File: config.mk
export PLATFORM = sky130hd
export DESIGN_NAME = instr_fetch_split
export DESIGN_NICKNAME = d
export VERILOG_FILES = /design/src/rtl/instr_fetch_split.sv
export SDC_FILE = /design/constraint.sdc
export NUM_CORES = 1
export LEC_CHECK = 0
export BUFFER_PORTS_ARGS = -buffer_cell sky130_fd_sc_hd__buf_2
export CORE_AREA = 2 2 83 65
export CTS_CLUSTER_DIAMETER = 200
export DETAILED_ROUTE_END_ITERATION = 10
export DIE_AREA = 0 0 85 67
export GPL_TIMING_DRIVEN = 0
export HOLD_SLACK_MARGIN = 0.15
export PLACE_DENSITY_LB_ADDON = 0.25
export SLEW_MARGIN = 20
export SYNTH_ARGS = -nofsm -noshare
export SYNTH_HDL_FRONTEND = slang
export SYNTH_SLANG_ARGS = --single-unit
File: constraint.sdc
create_clock -name clk -period 1.9 [get_ports clk]
set_clock_uncertainty 0.05 [all_clocks]
set_input_delay 0.095 -clock clk [delete_from_list [all_inputs] [get_ports clk]]
set_output_delay 0.095 -clock clk [all_outputs]
set_load 0.01 [all_outputs]
File: src/rtl/instr_fetch_split.sv
// Instruction fetch/split: owns the PC, reads 16-bit words, splits fields.
// Define FETCH_TIMEOUT_EN to abort stalled reads after TIMEOUT_CYC cycles.
module instr_fetch_split #(
    parameter int                 ADDR_W      = 8,
    parameter logic [ADDR_W-1:0]  RESET_PC    = '0,
    parameter int                 TIMEOUT_CYC = 15
) (
    input  logic              clk,
    input  logic              rst,
    input  logic              ins_load,
    input  logic              pc_inc,
    input  logic              pc_wr,
    input  logic [ADDR_W-1:0] pc_wdata,
    output logic              mem_req,
    output logic [ADDR_W-1:0] mem_addr,
    input  logic              mem_rvalid,
    input  logic [15:0]       mem_rdata,
    output logic [3:0]        opcode,
    output logic [1:0]        mode,
    output logic [2:0]        dst_reg,
    output logic [2:0]        src_reg,
    output logic [15:0]       imm,
    output logic              need_imm,
    output logic              ins_ready,
    output logic              busy,
    output logic [ADDR_W-1:0] pc,
    output logic              fetch_err
);

    typedef enum logic [1:0] {
        S_IDLE,
        S_REQ,
        S_WAIT,
        S_CAPT
    } state_e;

    state_e            state_q, state_d;
    logic [ADDR_W-1:0] pc_q, pc_d;
    logic [ADDR_W-1:0] addr_q, addr_d;
    // Only instr[15:4] is decoded, so the low nibble is not stored.
    logic [11:0]       ir_q, ir_d;
    logic [15:0]       imm_q, imm_d;
    logic              need_q, need_d;

`ifdef FETCH_TIMEOUT_EN
    localparam int CNT_W = $clog2(TIMEOUT_CYC + 1);
    logic [CNT_W-1:0] cnt_q, cnt_d;
    logic             err_q, err_d;
`endif

    always_ff @(posedge clk or posedge rst) begin
        if (rst) begin
            state_q <= S_IDLE;
            pc_q    <= RESET_PC;
            addr_q  <= '0;
            ir_q    <= '0;
            imm_q   <= '0;
            need_q  <= 1'b0;
`ifdef FETCH_TIMEOUT_EN
            cnt_q   <= '0;
            err_q   <= 1'b0;
`endif
        end else begin
            state_q <= state_d;
            pc_q    <= pc_d;
            addr_q  <= addr_d;
            ir_q    <= ir_d;
            imm_q   <= imm_d;
            need_q  <= need_d;
`ifdef FETCH_TIMEOUT_EN
            cnt_q   <= cnt_d;
            err_q   <= err_d;
`endif
        end
    end

    always_comb begin
        state_d = state_q;
        addr_d  = addr_q;
        ir_d    = ir_q;
        imm_d   = imm_q;
        need_d  = need_q;
`ifdef FETCH_TIMEOUT_EN
        cnt_d   = cnt_q;
        err_d   = err_q;
`endif
        if (pc_wr) begin
            pc_d = pc_wdata;
        end else if (pc_inc) begin
            pc_d = pc_q + ADDR_W'(1);
        end else begin
            pc_d = pc_q;
        end

        unique case (state_q)
            S_IDLE: begin
                // Latch the pre-increment PC so a same-cycle pc_inc is safe.
                if (ins_load) begin
                    addr_d  = pc_q;
                    state_d = S_REQ;
                end
            end
            S_REQ: begin
                state_d = S_WAIT;
`ifdef FETCH_TIMEOUT_EN
                cnt_d   = '0;
`endif
            end
            S_WAIT: begin
                if (mem_rvalid) begin
                    state_d = S_CAPT;
                    if (need_q) begin
                        imm_d  = mem_rdata;
                        need_d = 1'b0;
                    end else begin
                        ir_d   = mem_rdata[15:4];
                        need_d = (mem_rdata[15:12] == 4'b0001) ||
                                 (mem_rdata[15:12] == 4'b0010);
                    end
                end
`ifdef FETCH_TIMEOUT_EN
                else if (cnt_q == CNT_W'(TIMEOUT_CYC - 1)) begin
                    state_d = S_CAPT;
                    err_d   = 1'b1;
                    ir_d    = '0;
                    need_d  = 1'b0;
                end else begin
                    cnt_d = cnt_q + CNT_W'(1);
                end
`endif
            end
            S_CAPT: state_d = S_IDLE;
            default: state_d = S_IDLE;
        endcase

        // A jump abandons any pending immediate.
        if (pc_wr) begin
            need_d = 1'b0;
        end
    end

    assign mem_req   = (state_q == S_REQ);
    assign mem_addr  = addr_q;
    assign opcode    = ir_q[11:8];
    assign mode      = ir_q[7:6];
    assign dst_reg   = ir_q[5:3];
    assign src_reg   = ir_q[2:0];
    assign imm       = imm_q;
    assign need_imm  = need_q;
    assign ins_ready = (state_q == S_CAPT);
    assign busy      = (state_q != S_IDLE);
    assign pc        = pc_q;
`ifdef FETCH_TIMEOUT_EN
    assign fetch_err = err_q;
`else
    assign fetch_err = 1'b0;
`endif

endmodule

==> results of run 1 <==
==> power breakdown <==
group / switching [W] / internal [W] / total, W
Sequential: 0.000179 / 0.00133 / 0.00151
Combinational: 0.000582 / 0.000664 / 0.00125
Clock: 0.000302 / 0.000386 / 0.000688
Total: 0.00106 / 0.00238 / 0.00344
==> cells by family (layout without fill, tap and decap cells) <==
logic type,count (synthesis),in the layout,synth area share [%]
flops,47,47,58.24
compound gates,11,11,2.974
fa+ha+maj,6,6,3.717
other cells,1,1,0.1857
simple gates,32,32,8.488
xor+xnor,5,5,2.169
buf+inv,12,126,3.097
mux,38,38,21.13
==> cell usage in the layout, fill, tap and decap left out, types with 2 or more instances in the layout <==
master and instances:
xor2_1 3, nand3_1 5, nand4_1 4, a21oi_1 2
nor2b_1 4, buf_4 2, or4_1 4, clkbuf_1 3
buf_2 76, mux2_2 37, xnor2_1 2, dlygate4sd3_1 30
ha_1 6, nand2_1 13, dfrtp_1 47, inv_1 4
clkbuf_8 5, o21ai_0 8
==> stage by stage <==
step                TNS (ps)  util, %  power [W]  hold slack (ps)  std cells
detailed placement         0    51.79   0.002719            62.02        289
finish                     0    60.21   0.003441            177.5        326
floorplan                  0        -   0.002234            160.7        152
global route               0    60.21   0.003666            209.1        326
global placement      -648.6    51.38   0.002679            252.6        288
CTS                        0    60.16   0.003471            174.3        326
==> worst reg2reg max path, cell delays in order (launching register included) <==
cell and delay [ps]:
dfrtp_1 480, ha_1 280, nand2_1 80, xor2_1 130
o21ai_0 70, dlygate4sd3_1 570
==> per-layer routing <==
layer	wire [um]	track usage [%]	vias up
li1	-	-	753
met1	2097	21.11	770
met2	2174	28.81	40
met3	210	4.337	6
met4	67	5.556	0
met5	0	0	-
==> layout make-up <==
cell class | count | area (sq um) | share of cell area (%)
Buffer | 7 | 46.29 | 1.596
Timing Repair Buffer | 107 | 700.7 | 24.16
Multi-Input combinational cell | 93 | 780.7 | 26.92
Sequential cell | 47 | 1176 | 40.55
Clock buffer | 6 | 72.57 | 2.502
Inverter | 5 | 18.77 | 0.6471
Clock inverter | 1 | 30.03 | 1.035
Tap cell | 60 | 75.07 | 2.588
==> path summary, 6_finish.rpt <==
kind                       slack (ps)               start              endpoint  depth (start not counted)
setup / recovery                  140   pc[0]$_DFFE_PP0P_     pc[2]$_DFFE_PP0P_                          5
hold / removal                    180              pc_inc     pc[5]$_DFFE_PP0P_                          4
setup reg to reg                  140   pc[0]$_DFFE_PP0P_     pc[2]$_DFFE_PP0P_                          5
hold reg to reg                   460  imm[7]$_DFFE_PP0P_    imm[7]$_DFFE_PP0P_                          1
max in group asynchronous        1000                 rst  need_imm$_DFFE_PP0P_                          4
min in group asynchronous         290                 rst     pc[5]$_DFFE_PP0P_                          3
==> sequential cells by signal (all words and copies together), names as in the netlist <==
name	flops
pc	8
ir_q	12
need_imm	1
state_q	2
mem_addr	8
imm	16
==> synth_stat cells, types with 2 or more instances <==
master    number  area (sq um)
dfrtp_1       47          1176
mux2_2        37         416.7
nand2_1       13         48.80
o21ai_0        8         40.04
ha_1           6         75.07
inv_1          5         18.77
nand3_1        5         25.02
nand4_1        4         25.02
nor2b_1        4         25.02
or4_1          4         30.03
xor2_1         3         26.28
a21oi_1        2         10.01
buf_4          2         15.01
clkbuf_1       2         7.510
xnor2_1        2         17.52
==> timing repair <==
item,CTS,global route
hold buffers,30,0
hold endpoints to repair,84,0
setup endpoints to repair,0,9
resized for setup,0,1
setup buffers,0,0
==> impl_metrics.toml, run 1 <==
[run_status]
outcome = "finished clean"

[power_and_ir_drop]
peakVddDrop_v = 0.0006495
p_per_area_nw_per_um2 = 1186
p_leak_nw = 1.486

[global_route]
grt_pass1_vias = 1629
gr-usage-all-layers_pct = 16.90
overflow = 0
antenna_found_initial = 0
grt_max_degree = 30
grt_pass1_wl_um = 7486

[setup_path]
required_ps = 2030
cp_top_family = "buffers and inverters"
slowest_stage = "dlygate4sd3_1"
critical_path_arrival_ps = 1890
crit_path_start_kind = "flop"
cp_cell_sequence = "ha_1 -> nand2_1 -> xor2_1 -> o21ai_0 -> dlygate4sd3_1"
crit_buf_inv = 1
crit_path_max_incr_delay_ps = 570
path_class = "flop to flop"
end_kind = "flop"
critPathMaxFanout = 7

[yosys]
syn_inst = 152
yosys_warnings = 0
syn-mean-instance-area_sq_um = 13.29
ys_ff_latch = 47
synth_seq_area_share_pct = 58.24
synth_fp_nets = 188
synth_edf_count = 0
synth_flop_cell = "dfrtp_1"
async_flop_share_pct = 100.0
synthDistinctLibCells = 23
syn_area_sq_um = 2019

[floorplanning]
start_util_pct = 41.92
dieHeight_um = 67
die_area_sq_um = 5695
core_area_sq_um = 4817
rows = 22
boundaryPins = 79
die_x_um = 85

[place]
gp_congestion = 0.7491
dp_hpwl_um = 3063
place_ws_ps = 119.0
placed_cell_area_sq_um = 2495
port_buffers = 76

[timing]
grt_setup_unrepaired = "false"
fmax_mhz = 567.2
setup_viol = 0
hold_viol = 0
timing.final.ws_setup_ps = 137.0
fin_crit_ps = 1763
final-max-slew-violation-count = 0
fin_crit_sh_pct = 92.79

[layout]
finalNetCount = 302
finish.instance_area_sq_um = 2900
n_antenna_cell = 0
layout-drive-gt1-share_pct = 47.74
fill_cells = 417
syn_to_final_growth_pct = 43.62

[cts]
cts.clk_slew.worst_paths_ps = 90
cts-htree-levels = 2
cts_tree = "done"
cts_buffer_depth = 2
root_buffer = "clkbuf_8"
insertion_delay_ps = 290
clock_sinks = 47
cts_buffers = 5

[route]
drt_wl_total_um = 4550
viasPerCell = 4.813
first_pass_iters = 4
drc_errors = 0
drt_iter0_markers = 80
drt.antenna.violating_nets = 0
num_vias = 1569
wire_per_inst_um = 13.96

[flow_run]
max-cap-violations = 0

[min_path]
hold_path_class = "input pin to flop"
No activity file was read; power rests on OpenSTA's default activity.
==> inputs of run 2 (changes only) <==
Settings changed: PLACE_DENSITY set to 0.78, PLACE_DENSITY_LB_ADDON 0.25 to not set.
==> run 2 against run 1 <==
Die area is the same. Critical path type unchanged. Hold slack lost 1.0 ps. Via count shrank 1.7%. Routed wire length grew 3.1%. Final cell count grew 0.61%. Worst setup slack lost 36 ps. Combinational power is essentially flat. Clock power shrank 16%. Largest cell class unchanged. First-iteration DRC count grew 2.5%.
==> impl_metrics.toml, run 2 (synthesis gave the netlist of run 1 again) <==
[setup_path]
r2r_end = "pc[2]$_DFFE_PP0P_"
critPathMaxFanout = 7
critPathLaunch = "pc[0]$_DFFE_PP0P_"
r2r-start = "pc[0]$_DFFE_PP0P_"
required_ps = 2040
end_kind = "flop"
crit_path_start_kind = "flop"
setup.worst_path.end = "pc[2]$_DFFE_PP0P_"
r2r_slack_ps = 100
critical_path_arrival_ps = 1940
path_class = "flop to flop"
worst_r2r_path_depth = 5

[timing]
fin_crit_ps = 1799
fmax_mhz = 555.8
hold_viol = 0
hold_ws_ps = 176.5
final-max-slew-violation-count = 0
grt_setup_unrepaired = "false"
setup_viol = 0
fin_crit_sh_pct = 94.69
setup_tns_ps = 0

[route]
drt_iter0_markers = 82
wire_per_inst_um = 14.30
drt_wl_total_um = 4691
drt.antenna.violating_nets = 0
drc_errors = 0
num_vias = 1543
viasPerCell = 4.704
first_pass_iters = 4

[global_route]
overflow = 0
gr-usage-all-layers_pct = 18.09
antenna_found_initial = 0
grt_pass1_wl_um = 7852
grt_max_degree = 32
grt_pass1_vias = 1618

[layout]
finalNetCount = 303
layout_common_cells = "76 x buf_2, 47 x dfrtp_1, 37 x mux2_2"
syn_to_final_growth_pct = 43.25
largest_reg_flops = 16
layout-drive-gt1-share_pct = 47.76
final_common_cell = "buf_2"
n_antenna_cell = 0

[flow_run]
max-cap-violations = 0

[min_path]
min_from = "pc_inc"
hold_path_class = "input pin to flop"

[run_status]
outcome = "finished clean"

[floorplanning]
boundaryPins = 79
die_area_sq_um = 5695
die_x_um = 85
rows = 22
dieHeight_um = 67
core_area_sq_um = 4817
start_util_pct = 41.92

[cts]
cts_tree = "done"
cts-htree-levels = 2
cts_buffer_depth = 2
postCtsSetupRepairBufs = 0
insertion_delay_ps = 300
clock_sinks = 47
cts_buffers = 5
root_buffer = "clkbuf_8"
cts.clk_slew.worst_paths_ps = 90

[power_and_ir_drop]
peakVddDrop_v = 0.0006788
p_per_area_nw_per_um2 = 1158
p_leak_nw = 1.480

[place]
dp_hpwl_um = 3220
gp_congestion = 0.8036
port_buffers = 76
run 2: area by class of cell:
class	count	area, sq um
repair buffers	108	710.7
clock buffers	6	72.57
fillers	400	1924
clock inverters	2	12.51
inverters	5	18.77
multi-input cells	93	780.7
well taps	60	75.07
flip-flops and latches	47	1176
plain buffers	7	46.29
run 2: per-layer routing:
layer	GRT usage, %	vias to the layer above	routed length, um
met5	0	-	0
met4	8.730	0	131
met1	23.72	743	2095
met3	3.717	13	150
met2	28.81	35	2314
li1	-	752	-
run 2: worst min path at each step:
stage / endpoint / slack, ps / cells after the start
2_1_floorplan: pc[6]$_DFFE_PP0P_ / 160 / 2
3_3_place_gp: pc[0]$_DFFE_PP0P_ / 260 / 3
3_5_place_dp: mem_addr[0]$_DFFE_PP0P_ / 50 / 2
4_1_cts: pc[3]$_DFFE_PP0P_ / 180 / 4
5_1_grt: pc[3]$_DFFE_PP0P_ / 220 / 4
6_report: pc[3]$_DFFE_PP0P_ / 180 / 4
run 2: worst max-delay path: stages (launching register included):
cell and delay, ps:
dfrtp_1 480, ha_1 270, nand2_1 80, xor2_1 150, o21ai_0 90, dlygate4sd3_1 580
run 2: repair_timing:
item | 4_1_cts | 5_1_grt
hold buffers | 31 | 0
endpoints found under the hold margin | 84 | 0
setup endpoints to repair | 0 | 10
gates resized for setup | 0 | 1
run 2: report_power, final:
group	switching (W)	total [W]	internal, W
Combinational	0.000591	0.00126	0.000669
Sequential	0.000180	0.00151	0.00133
Clock	0.000324	0.000581	0.000257
run 2: through the flow:
step,std cells,util [%],total power (W),instance area (sq um),setup slack (ps)
after floorplan,152,-,0.002234,2019,325.3
after global placement,288,51.38,0.002672,2475,7.817
after detailed placement,289,51.79,0.002733,2495,109.9
after CTS,328,60.00,0.003380,2890,96.11
after global routing,328,60.05,0.003599,2893,22.32
final,328,60.05,0.003349,2893,100.9
==> inputs of run 3 (changes only) <==
Settings changed: CAP_MARGIN set to 20, CORE_AREA 2 2 83 65 to 2 2 81 64, DIE_AREA 0 0 85 67 to 0 0 83 66, PLACE_DENSITY 0.78 to 0.8.
==> run 3 against run 2 <==
Final cell count decreased by 0.30%. Hold slack lost 21 ps. Final area down 0.35%. Worst setup slack better by 2.4 ps. Non-clock buffer count fell by 1. Highest routed layer unchanged. Routed wire length fell by 2.0%. Sequential cell count unchanged. Clock power decreased by 1%. Fmax up 0.13%. Sequential power about the same. Critical path type unchanged. Total power fell by 0.46%.
==> impl_metrics.toml, run 3 (synthesis gave the netlist of run 1 again) <==
[cts]
cts_tree = "done"
root_buffer = "clkbuf_8"
postCtsSetupRepairBufs = 0
clock_sinks = 47
cts.clk_slew.worst_paths_ps = 80
cts-htree-levels = 2
cts_buffer_depth = 2
insertion_delay_ps = 290
cts_buffers = 5

[route]
route.met2.wl_um = 2270
wire_per_inst_um = 14.06
top_layer = "met4"
drt.antenna.violating_nets = 0
drc_errors = 0
first_pass_iters = 4
drt_wl_total_um = 4597
drt_iter0_markers = 96
wl_met1_um = 2112
num_vias = 1559
wl_met3_um = 160
viasPerCell = 4.768

[floorplanning]
die_area_sq_um = 5478
boundaryPins = 79
dieHeight_um = 66
die_x_um = 83
core_area_sq_um = 4707
rows = 22
start_util_pct = 42.90

[layout]
final_util_pct = 61.24
final_common_cell = "buf_2"
largest_reg_flops = 16
finalNetCount = 302
layout_common_cells = "77 x buf_2, 47 x dfrtp_1, 37 x mux2_2"
syn_to_final_growth_pct = 42.75
layout-drive-gt1-share_pct = 47.94
n_antenna_cell = 0

[power_and_ir_drop]
clkPwrFrac_pct = 17.3
p_comb_share_pct = 37.5
switchingPower_w = 0.001083
sw_frac_of_total_pct = 32.50
pwr-share-seq_pct = 45.2
peakVddDrop_v = 0.0006118
p_per_area_nw_per_um2 = 1156
p_leak_nw = 1.476
power.internal_w = 0.002250

[setup_path]
slowest_stage = "dlygate4sd3_1"
r2r-start = "pc[2]$_DFFE_PP0P_"
path_class = "flop to flop"
cp_cell_sequence = "buf_2 -> nand3_1 -> or4_1 -> nand3_1 -> dlygate4sd3_1"
worst_r2r_path_depth = 5
critPathLaunch = "pc[2]$_DFFE_PP0P_"
r2r_slack_ps = 100
end_kind = "flop"
crit_path_start_kind = "flop"
critical_path_arrival_ps = 1970
setup.worst_path.end = "pc[5]$_DFFE_PP0P_"
critPathMaxFanout = 7
r2r_end = "pc[5]$_DFFE_PP0P_"
required_ps = 2070
crit_path_max_incr_delay_ps = 540
path_common_cell = "nand3_1"

[min_path]
hold_path_class = "input pin to flop"
min_path_cells = 4

[timing]
setup_viol = 0
final-max-slew-violation-count = 0
hold_viol = 0
fin_crit_ps = 1797
setup_tns_ps = 0
fin_crit_sh_pct = 94.56
fmax_mhz = 556.6

[global_route]
antenna_found_initial = 0
gr-usage-all-layers_pct = 17.15
overflow = 0
grt_pass1_wl_um = 7472
grt_max_degree = 32
grt_pass1_vias = 1564

[place]
port_buffers = 76
gp_congestion = 0.7977
dp_hpwl_um = 3149

[flow_run]
max-cap-violations = 0

[run_status]
outcome = "finished clean"
-- run 3: power by group through the flow --
stage / Clock, W / Sequential, W / Combinational [W]
global route: 0.000639 / 0.00155 / 0.00137
CTS: 0.000599 / 0.00151 / 0.00126
global placement: 0 / 0.00150 / 0.00116
finish: 0.000575 / 0.00151 / 0.00125
floorplan: 0 / 0.00166 / 0.000572
detailed placement: 0 / 0.00153 / 0.00120
-- run 3: worst max-delay path, delay by kind of cell, from the launching register on --
kind,cells,cell delay [ps]
flops,1,360
buf+inv,2,720
simple gates,3,600
-- run 3: layout make-up --
cell class / count / area [sq um]
Buffer: 7 / 46.29
Clock buffer: 6 / 72.57
Clock inverter: 2 / 12.51
Fill cell: 392 / 1824
Inverter: 5 / 18.77
Multi-Input combinational cell: 93 / 780.7
Sequential cell: 47 / 1176
Tap cell: 60 / 75.07
Timing Repair Buffer: 107 / 700.7
-- run 3: stage by stage --
stage	power, W	std cells	instance area (sq um)	hold WS (ps)	setup slack, ps
2_1_floorplan	0.002234	152	2019	160.7	325.3
3_3_place_gp	0.002667	288	2475	253.7	-2.099
3_5_place_dp	0.002731	289	2495	55.37	123.3
4_1_cts	0.003366	327	2880	152.3	108.0
5_1_grt	0.003562	327	2883	212.2	-16.62
6_report	0.003333	327	2883	155.6	103.3
-- run 3: per-layer routing --
metal / track usage, % / vias to the layer above
met3: 3.371 / 6
met4: 5.533 / 0
met2: 29.44 / 37
met1: 22.18 / 762
met5: 0 / -
li1: - / 754
-- run 3: worst min path at each step --
| stage | end | from | slack (ps) |
|---|---|---|---|
| after floorplan | pc[6]$_DFFE_PP0P_ | pc_wdata[6] | 160 |
| after global placement | pc[6]$_DFFE_PP0P_ | pc_wdata[6] | 250 |
| after detailed placement | mem_addr[3]$_DFFE_PP0P_ | rst | 60 |
| after CTS | pc[2]$_DFFE_PP0P_ | pc_inc | 150 |
| after global routing | pc[4]$_DFFE_PP0P_ | pc_inc | 210 |
| final | pc[2]$_DFFE_PP0P_ | pc_inc | 160 |
-- run 3: repair_timing --
| item | CTS | global route |
|---|---|---|
| hold buffers | 30 | 0 |
| gates resized for setup | 0 | 2 |
| endpoints found under the hold margin | 84 | 0 |
| endpoints found under the setup margin | 0 | 11 |
